--- config.mk ---
export PLATFORM = sky130hd
export DESIGN_NAME = dff_pipe
export DESIGN_NICKNAME = d
export VERILOG_FILES = /design/src/rtl/dff_pipe.sv
export SDC_FILE = /design/constraint.sdc
export NUM_CORES = 1
export LEC_CHECK = 0
export ABC_AREA = 1
export CAP_MARGIN = 20
export CORE_MARGIN = 4
export CORE_UTILIZATION = 50
export DETAILED_ROUTE_END_ITERATION = 7
export HOLD_SLACK_MARGIN = 0.1
export PLACE_DENSITY = 0.78
export SKIP_CTS_REPAIR_TIMING = 1
export SLEW_MARGIN = 20
export SYNTH_ARGS = -nofsm -noshare
export SYNTH_HDL_FRONTEND = slang
export SYNTH_SLANG_ARGS = --single-unit
--- constraint.sdc ---
create_clock -name clk -period 2 [get_ports clk]
set_input_delay 0.4 -clock clk [delete_from_list [all_inputs] [get_ports clk]]
set_output_delay 0.4 -clock clk [all_outputs]
set_load 0.02 [all_outputs]
--- src/rtl/dff_pipe.sv ---
// dff_pipe: WIDTH-bit, DEPTH-stage register pipeline with per-stage valid
// bits, global stall, flush, a selectable tap output and an occupancy count.
// A word sampled on an enabled edge leaves on q after DEPTH enabled edges.
module dff_pipe #(
    parameter int               WIDTH     = 8,
    parameter int               DEPTH     = 4,
    parameter logic [WIDTH-1:0] RESET_VAL = '0,
    localparam int              TW        = (DEPTH > 1) ? $clog2(DEPTH) : 1,
    localparam int              CW        = $clog2(DEPTH + 1)
) (
    input  logic             clk,
    input  logic             clear,
    input  logic             enable,
    input  logic             flush,
    input  logic [WIDTH-1:0] din,
    input  logic             din_valid,
    input  logic [TW-1:0]    tap_sel,
    output logic [WIDTH-1:0] q,
    output logic             q_valid,
    output logic [WIDTH-1:0] tap_q,
    output logic             tap_valid,
    output logic [CW-1:0]    count
);

    // Stage registers and their next-state values
    logic [WIDTH-1:0] data_q [DEPTH];
    logic [WIDTH-1:0] data_d [DEPTH];
    logic [DEPTH-1:0] v_q;
    logic [DEPTH-1:0] v_d;
    logic [CW-1:0]    count_q;
    logic [CW-1:0]    count_d;

    // What each stage would load on an enabled edge: din for stage 0,
    // the previous stage otherwise
    logic [WIDTH-1:0] shift_data [DEPTH];
    logic [DEPTH-1:0] shift_v;

    generate
        for (genvar gi = 0; gi < DEPTH; gi++) begin : g_stage_in
            if (gi == 0) begin : g_head
                assign shift_data[gi] = din;
                assign shift_v[gi]    = din_valid;
            end else begin : g_body
                assign shift_data[gi] = data_q[gi-1];
                assign shift_v[gi]    = v_q[gi-1];
            end
        end
    endgenerate

    // Next state: flush drops all valid bits but leaves data in place and
    // does not capture din; otherwise shift on enable, hold when stalled
    always_comb begin
        data_d  = data_q;
        v_d     = v_q;
        count_d = count_q;
        if (flush) begin
            v_d     = '0;
            count_d = '0;
        end else if (enable) begin
            for (int i = 0; i < DEPTH; i++) begin
                data_d[i] = shift_data[i];
            end
            v_d     = shift_v;
            // One word may enter and one may leave on the same edge; the
            // counter tracks popcount(v) so it never exceeds DEPTH
            count_d = count_q + CW'(din_valid) - CW'(v_q[DEPTH-1]);
        end
    end

    // State register; clear overrides flush and enable
    always_ff @(posedge clk) begin
        if (clear) begin
            for (int i = 0; i < DEPTH; i++) begin
                data_q[i] <= RESET_VAL;
            end
            v_q     <= '0;
            count_q <= '0;
        end else begin
            for (int i = 0; i < DEPTH; i++) begin
                data_q[i] <= data_d[i];
            end
            v_q     <= v_d;
            count_q <= count_d;
        end
    end

    // Tap mux; indices past the last stage read as an empty reset stage
    always_comb begin
        tap_q     = RESET_VAL;
        tap_valid = 1'b0;
        for (int i = 0; i < DEPTH; i++) begin
            if (tap_sel == TW'(i)) begin
                tap_q     = data_q[i];
                tap_valid = v_q[i];
            end
        end
    end

    assign q       = data_q[DEPTH-1];
    assign q_valid = v_q[DEPTH-1];
    assign count   = count_q;

endmodule
==> metrics.txt, run 1 <==
status=completed; mux contribution to synthesized area=0; Clk Latency, worst-skew pair=360 ps; die height=67.2 um; Fill cells=353; compound-cell area share of the yosys netlist=0.120; Crit Path Max Fanout=6; crit-path leading delay family=buffers and inverters; CTS buffer count=5; crit path DAT=1450 ps; vias in the first global route=1416; Final nets=296; Switching Fraction=0.289; crit path from=count[1]$_SDFFE_PP0P_; GR met1 Demand/Resource=0.262; Vias=1616; power density of the placed cells=707 nW/um2; critical path, cell by cell=clkdlybuf4s50_1; Antenna diodes=0; sequential area share after synthesis=0.445; hold path start=v_q[1]$_SDFFE_PP0P_; Int Pwr=1.06 mW; setup repair after global routing missed its margin=false; Synth Flop Type=dfxtp_1; Finished Cell Area=2120 um2; TritonCTS clock tree=yes; final wirelength=3760 um; router iterations before antenna repair=4; Fmax=539 MHz; Cell Rows=21; largest family of logic cells by synthesized area=simple AND/OR/NAND/NOR gates; reg2reg start=count[0]$_SDFFE_PP0P_; Mean Syn Cell Area=7.21 um2; gr usage total=0.187; commonest cells after routing, fill and taps aside=70 x nor2_1, 45 x nand2_1, 39 x dfxtp_1, 27 x o21ai_0, 24 x clkdlybuf4s50_1; Final setup viols=0; post-route ant nets=0; P&R area growth vs syn=20.8%; first-pass GRT wire length=6400 um; Comb pwr share=0.165; CP max-delay cell=clkdlybuf4s50_1; DP Wirelength=2640 um; clock root cell=clkbuf_4; gpl congestion=0.740; TNS Setup=0 ps; Post-synth EDFFs=0; Max VDD drop=389 uV; post-synthesis instance area=1750 um2; Iteration-0 DRC Markers=145; # DRC=0; Final Max Slew Viols=0; Slew headroom=0.640; GR Util met2=0.279; met3 Use GR=0.0399; Synth Net Count=261; total grt overflow=0; Power Total=1.50 mW; Wirelength per Cell=11.6 um; cell count after synthesis=243; Leak Pwr=0.954 nW; synthesis-stage register bit count=39; largest net degree at the start of global routing=33; Die Area=4520 um2; worst stage delay on the critical path=650 ps; final worst-path cycle share=0.927; Setup crit start kind=register; yosys warns=0; Synth Area in XOR/XNOR=0; Clock Skews=15.0 ps; simple-gate share of the synthesized area=0.300; Seq pwr share=0.571; CORE AREA=3360 um2; fin crit period=1850 ps; Synth Area in Adders=0.0257; critical path data required time=1600 ps; Clk pwr share=0.264; Unique masters post-synth=18; worst setup path category=register to primary output; clock-pin slew on the worst setup and hold paths=110 ps; IO buf count=35; Starting Density=0.521; H-Tree Level Count=2; busiest grt layer=met2; I/O Pins=36; largest buffer count on any clock path=2; CP endpoint kind=primary output; P_sw=433 uW; worst path bufs/invs=1; max-cap violation count=0; initial antenna violation count=0; die width=67.2 um; dpl cell area=2100 um2; Final Hold Viols=0; clk sinks=39; most common cell after layout, fill and taps aside=nor2_1; Slew @ Worst Pin=540 ps; Hold Crit Class=register to register; routed vias/inst=4.97; Async SR Flop Fraction=0; layout cells sized above 1=0.115; final hold slack=485 ps
==> power by group through the flow <==
stage	sequential [mW]	clock (mW)	combinational, mW
floorplan	0.865	0	0.164
global placement	0.871	0	0.258
detailed placement	0.871	0	0.262
CTS	0.854	0.411	0.264
global route	0.862	0.443	0.276
finish	0.855	0.395	0.248
==> stage by stage <==
stage,worst slack (ps),std cells,util
6_report,146,325,0.630
5_1_grt,69.9,325,0.630
4_1_cts,-420,325,0.642
3_5_place_dp,-411,317,0.626
3_3_place_gp,-395,317,0.626
2_1_floorplan,240,243,-
==> final timing paths <==
path / to / slack, ps / depth (start not counted)
worst max-delay path: count[1] / 150 / 1
worst min-delay path: v_q[2]$_SDFFE_PP0P_ / 490 / 2
worst max register to register: count[2]$_SDFFE_PP0P_ / 280 / 11
worst min register to register: v_q[2]$_SDFFE_PP0P_ / 490 / 2
==> flip-flops by register name, summed over array words and instances, names as in the netlist <==
register and count:
data_q 24, q 8, v_q 4, count 3
==> final cells by class <==
class,instances,area (um2),share of cell area
Multi-Input combinational cell,173,782,0.369
Tap cell,46,57.6,0.0272
Clock inverter,2,12.5,0.00591
Timing Repair Buffer,46,393,0.185
Inverter,13,51.3,0.0242
Clock buffer,6,41.3,0.0195
Sequential cell,39,781,0.369
==> cells in the mapped netlist, types with 2 or more instances <==
master | number | area (um2)
inv_1 | 10 | 37.5
buf_4 | 11 | 82.6
dfxtp_1 | 39 | 781
nor2_2 | 2 | 12.5
a21oi_1 | 6 | 30.0
nand4_1 | 10 | 62.6
o21ai_0 | 27 | 135
o21ai_1 | 9 | 45.0
ha_1 | 2 | 25.0
nand2_1 | 45 | 169
buf_6 | 4 | 45.0
nor2_1 | 70 | 263
clkbuf_1 | 3 | 11.3
==> cells by family (layout without fill, tap and decap cells) <==
logic type,count (synthesis),after routing
AND/OR/NAND/NOR,128,128
flip-flops,39,39
adder cells (fa/ha/maj),3,3
buffers and inverters,31,67
AO/OA/AOI/OAI,42,42
==> per-layer routing <==
layer  vias up  wire, um
li1        845         -
met1       710      1830
met2        54      1620
met3         7       255
met4         0        46
met5         -         0
Note: power is estimated with default switching activity, not from simulation.
==> run 2: changes to the inputs <==
- CELL_PAD_IN_SITES_DETAIL_PLACEMENT: not set -> 2
- CELL_PAD_IN_SITES_GLOBAL_PLACEMENT: not set -> 2
- CORE_UTILIZATION: 50 -> 25
- PLACE_DENSITY: 0.78 -> not set
- PLACE_DENSITY_LB_ADDON: not set -> 0.1
- clock period: 2 -> 1.63 ns (I/O delays scaled with it)
==> run 2 against run 1 <==
Net effect:
- sequential power grew 23%
- largest power group unchanged
- final cell count increased by 16%
- critical path depth up 10
- sequential cell count stayed put
- non-clock buffer count up 3
- first-iteration DRC count shrank 54%
- routed wire length is 40% higher
- clock power up 82%
- critical endpoint is now count[2]$_SDFFE_PP0P_
- cell area up 10%
- die area rose by 86%
- via count rose by 3.1%
==> metrics.txt, run 2 (synthesis results as in run 1) <==
vias in the first global route=1875 (+32%); gr usage total=0.130 (-0.0568); Setup crit start kind=register; gpl congestion=0.689 (-6.9%); IO buf count=35 (unchanged); critical path data required time=1850 ps (+250 ps); Clock Skews=1.49 ps (-13.5 ps); Slew @ Worst Pin=607 ps (+66.8 ps); die width=91.7 um (+36%); Die Area=8420 um2 (+86%); Vias=1666 (+3.1%); reg2reg start=count[0]$_SDFFE_PP0P_; routed vias/inst=4.41 (-11%); worst stage delay on the critical path=380 ps (-270 ps); largest buffer count on any clock path=2 (unchanged); Reg2Reg Depth=11 (unchanged); number of flip-flops in the largest register=24 (unchanged); most common cell after layout, fill and taps aside=nor2_1; largest net degree at the start of global routing=33 (unchanged); Clk Latency, worst-skew pair=280 ps (-80 ps); count of non-filler cells in the finished layout=378 (+16%); R2R Setup Slk=20 ps (-260 ps); hold path start=v_q[2]$_SDFFE_PP0P_; P&R area growth vs syn=32.9%; layout cells sized above 1=0.163 (+0.0484); worst setup path category=register to register; I/O Pins=36 (unchanged); commonest cells after routing, fill and taps aside=69 x nor2_1, 44 x nand2_1, 37 x dfxtp_1, 27 x o21ai_0, 18 x clkdlybuf4s50_1; Final nets=299 (+1.0%); clock root cell=clkbuf_8; fin crit period=1610 ps; Leak Pwr=1.10 nW (+16%); Starting Density=0.258 (-0.263); Hold Crit Class=register to register; Crit Path Max Fanout=3 (-3); final worst-path cycle share=0.988; worst path bufs/invs=3 (+2); die height=91.7 um (+36%); final hold slack=480 ps (-4.92 ps); Antenna diodes=0 (unchanged); CTS buffer count=5 (unchanged); setup repair after global routing missed its margin=true; Fmax=621 MHz; Top reg by flops=data_q; TritonCTS clock tree=yes; Final setup viols=0 (unchanged); Final Hold Viols=0 (unchanged); max-cap violation count=0 (unchanged); Wirelength per Cell=14.0 um (+21%); clk sinks=39 (unchanged); crit path DAT=1830 ps (+380 ps); final wirelength=5270 um (+40%); router iterations before antenna repair=4 (unchanged); clock-pin slew on the worst setup and hold paths=70 ps (-40 ps); Slew headroom=0.595 (-0.0446); DP Wirelength=3590 um (+36%); WHS Endpoint=v_q[2]$_SDFFE_PP0P_; crit-path leading delay family=adder cells; Max VDD drop=402 uV (+3.5%); # DRC=0 (unchanged); reg2reg end=count[2]$_SDFFE_PP0P_; first-pass GRT wire length=9000 um (+41%); Final Max Slew Viols=0 (unchanged); CORE AREA=6790 um2 (+100%); Iteration-0 DRC Markers=66 (-54%); post-route ant nets=0 (unchanged); Inst Count DP=370 (+17%); status=completed; total grt overflow=0 (unchanged); H-Tree Level Count=2 (unchanged); Cell Rows=30 (+43%); power density of the placed cells=902 nW/um2 (+28%); hold depth=2 (unchanged); CP endpoint kind=register; CP max-delay cell=fa_2; initial antenna violation count=0 (unchanged); critical path, cell by cell=inv_4 > ha_4 > inv_2 > ha_4 > inv_2 > fa_2 > nand2_2 > nand2_1 > nor2_1 > nor2_1 > nor2_2
-- run 2: cell count changes in the layout (fill, tap and decap cells not counted), moves of 3 or more --
cell / change
clkbuf_8: +7
clkbuf_4: -5
inv_2: +3
dlymetal6s2s_1: +6
inv_1: -4
clkdlybuf4s50_1: -6
-- run 2: per-stage QoR --
step,utilization,cell area [um2],power (mW),worst slack [ps],TNS (ps)
after floorplan,-,1760,1.26,16.6,0
after detailed placement,0.327,2220,1.42,-681,-9040
final,0.343,2330,2.10,19.5,0
after global routing,0.343,2330,2.23,-85.7,-85.7
after global placement,0.327,2220,1.42,-661,-8530
after CTS,0.342,2320,2.16,-698,-6310
-- run 2: area by class of cell --
cell class | count | area (um2)
fill | 824 | 4460
clock buffer | 8 | 100
multi-input combinational | 173 | 815
inverter | 13 | 53.8
sequential | 39 | 786
timing repair buffer | 49 | 455
tap | 96 | 120
-- run 2: routing by layer --
metal | track usage | share of wire | vias up
met3 | 0.0254 | 0.021 | 2
met2 | 0.220 | 0.46 | 18
met5 | 0 | 0 | -
met1 | 0.174 | 0.51 | 803
met4 | 0.0223 | 0.0032 | 0
li1 | - | - | 843
-- run 2: tightest hold or removal path, cell delays in order, from the launching register on --
cell     delay, ps
dfxtp_1        330
nand2_1         60
a21oi_1         50
-- run 2: report_power, final --
group	switching, mW	internal [mW]	leakage [nW]	total (mW)
clock network	0.330	0.387	0.0515	0.717
registers	0.0425	1.01	0.322	1.05
logic	0.192	0.143	0.729	0.335
-- run 2: worst max path at each step --
| stage | start | end | cells after the start |
|---|---|---|---|
| after floorplan | count[0]$_SDFFE_PP0P_ | count[2]$_SDFFE_PP0P_ | 11 |
| after global placement | tap_sel[0] | tap_q[4] | 7 |
| after detailed placement | tap_sel[0] | tap_q[4] | 7 |
| after CTS | tap_sel[1] | tap_q[3] | 7 |
| after global routing | count[0]$_SDFFE_PP0P_ | count[2]$_SDFFE_PP0P_ | 11 |
| final | count[0]$_SDFFE_PP0P_ | count[2]$_SDFFE_PP0P_ | 11 |
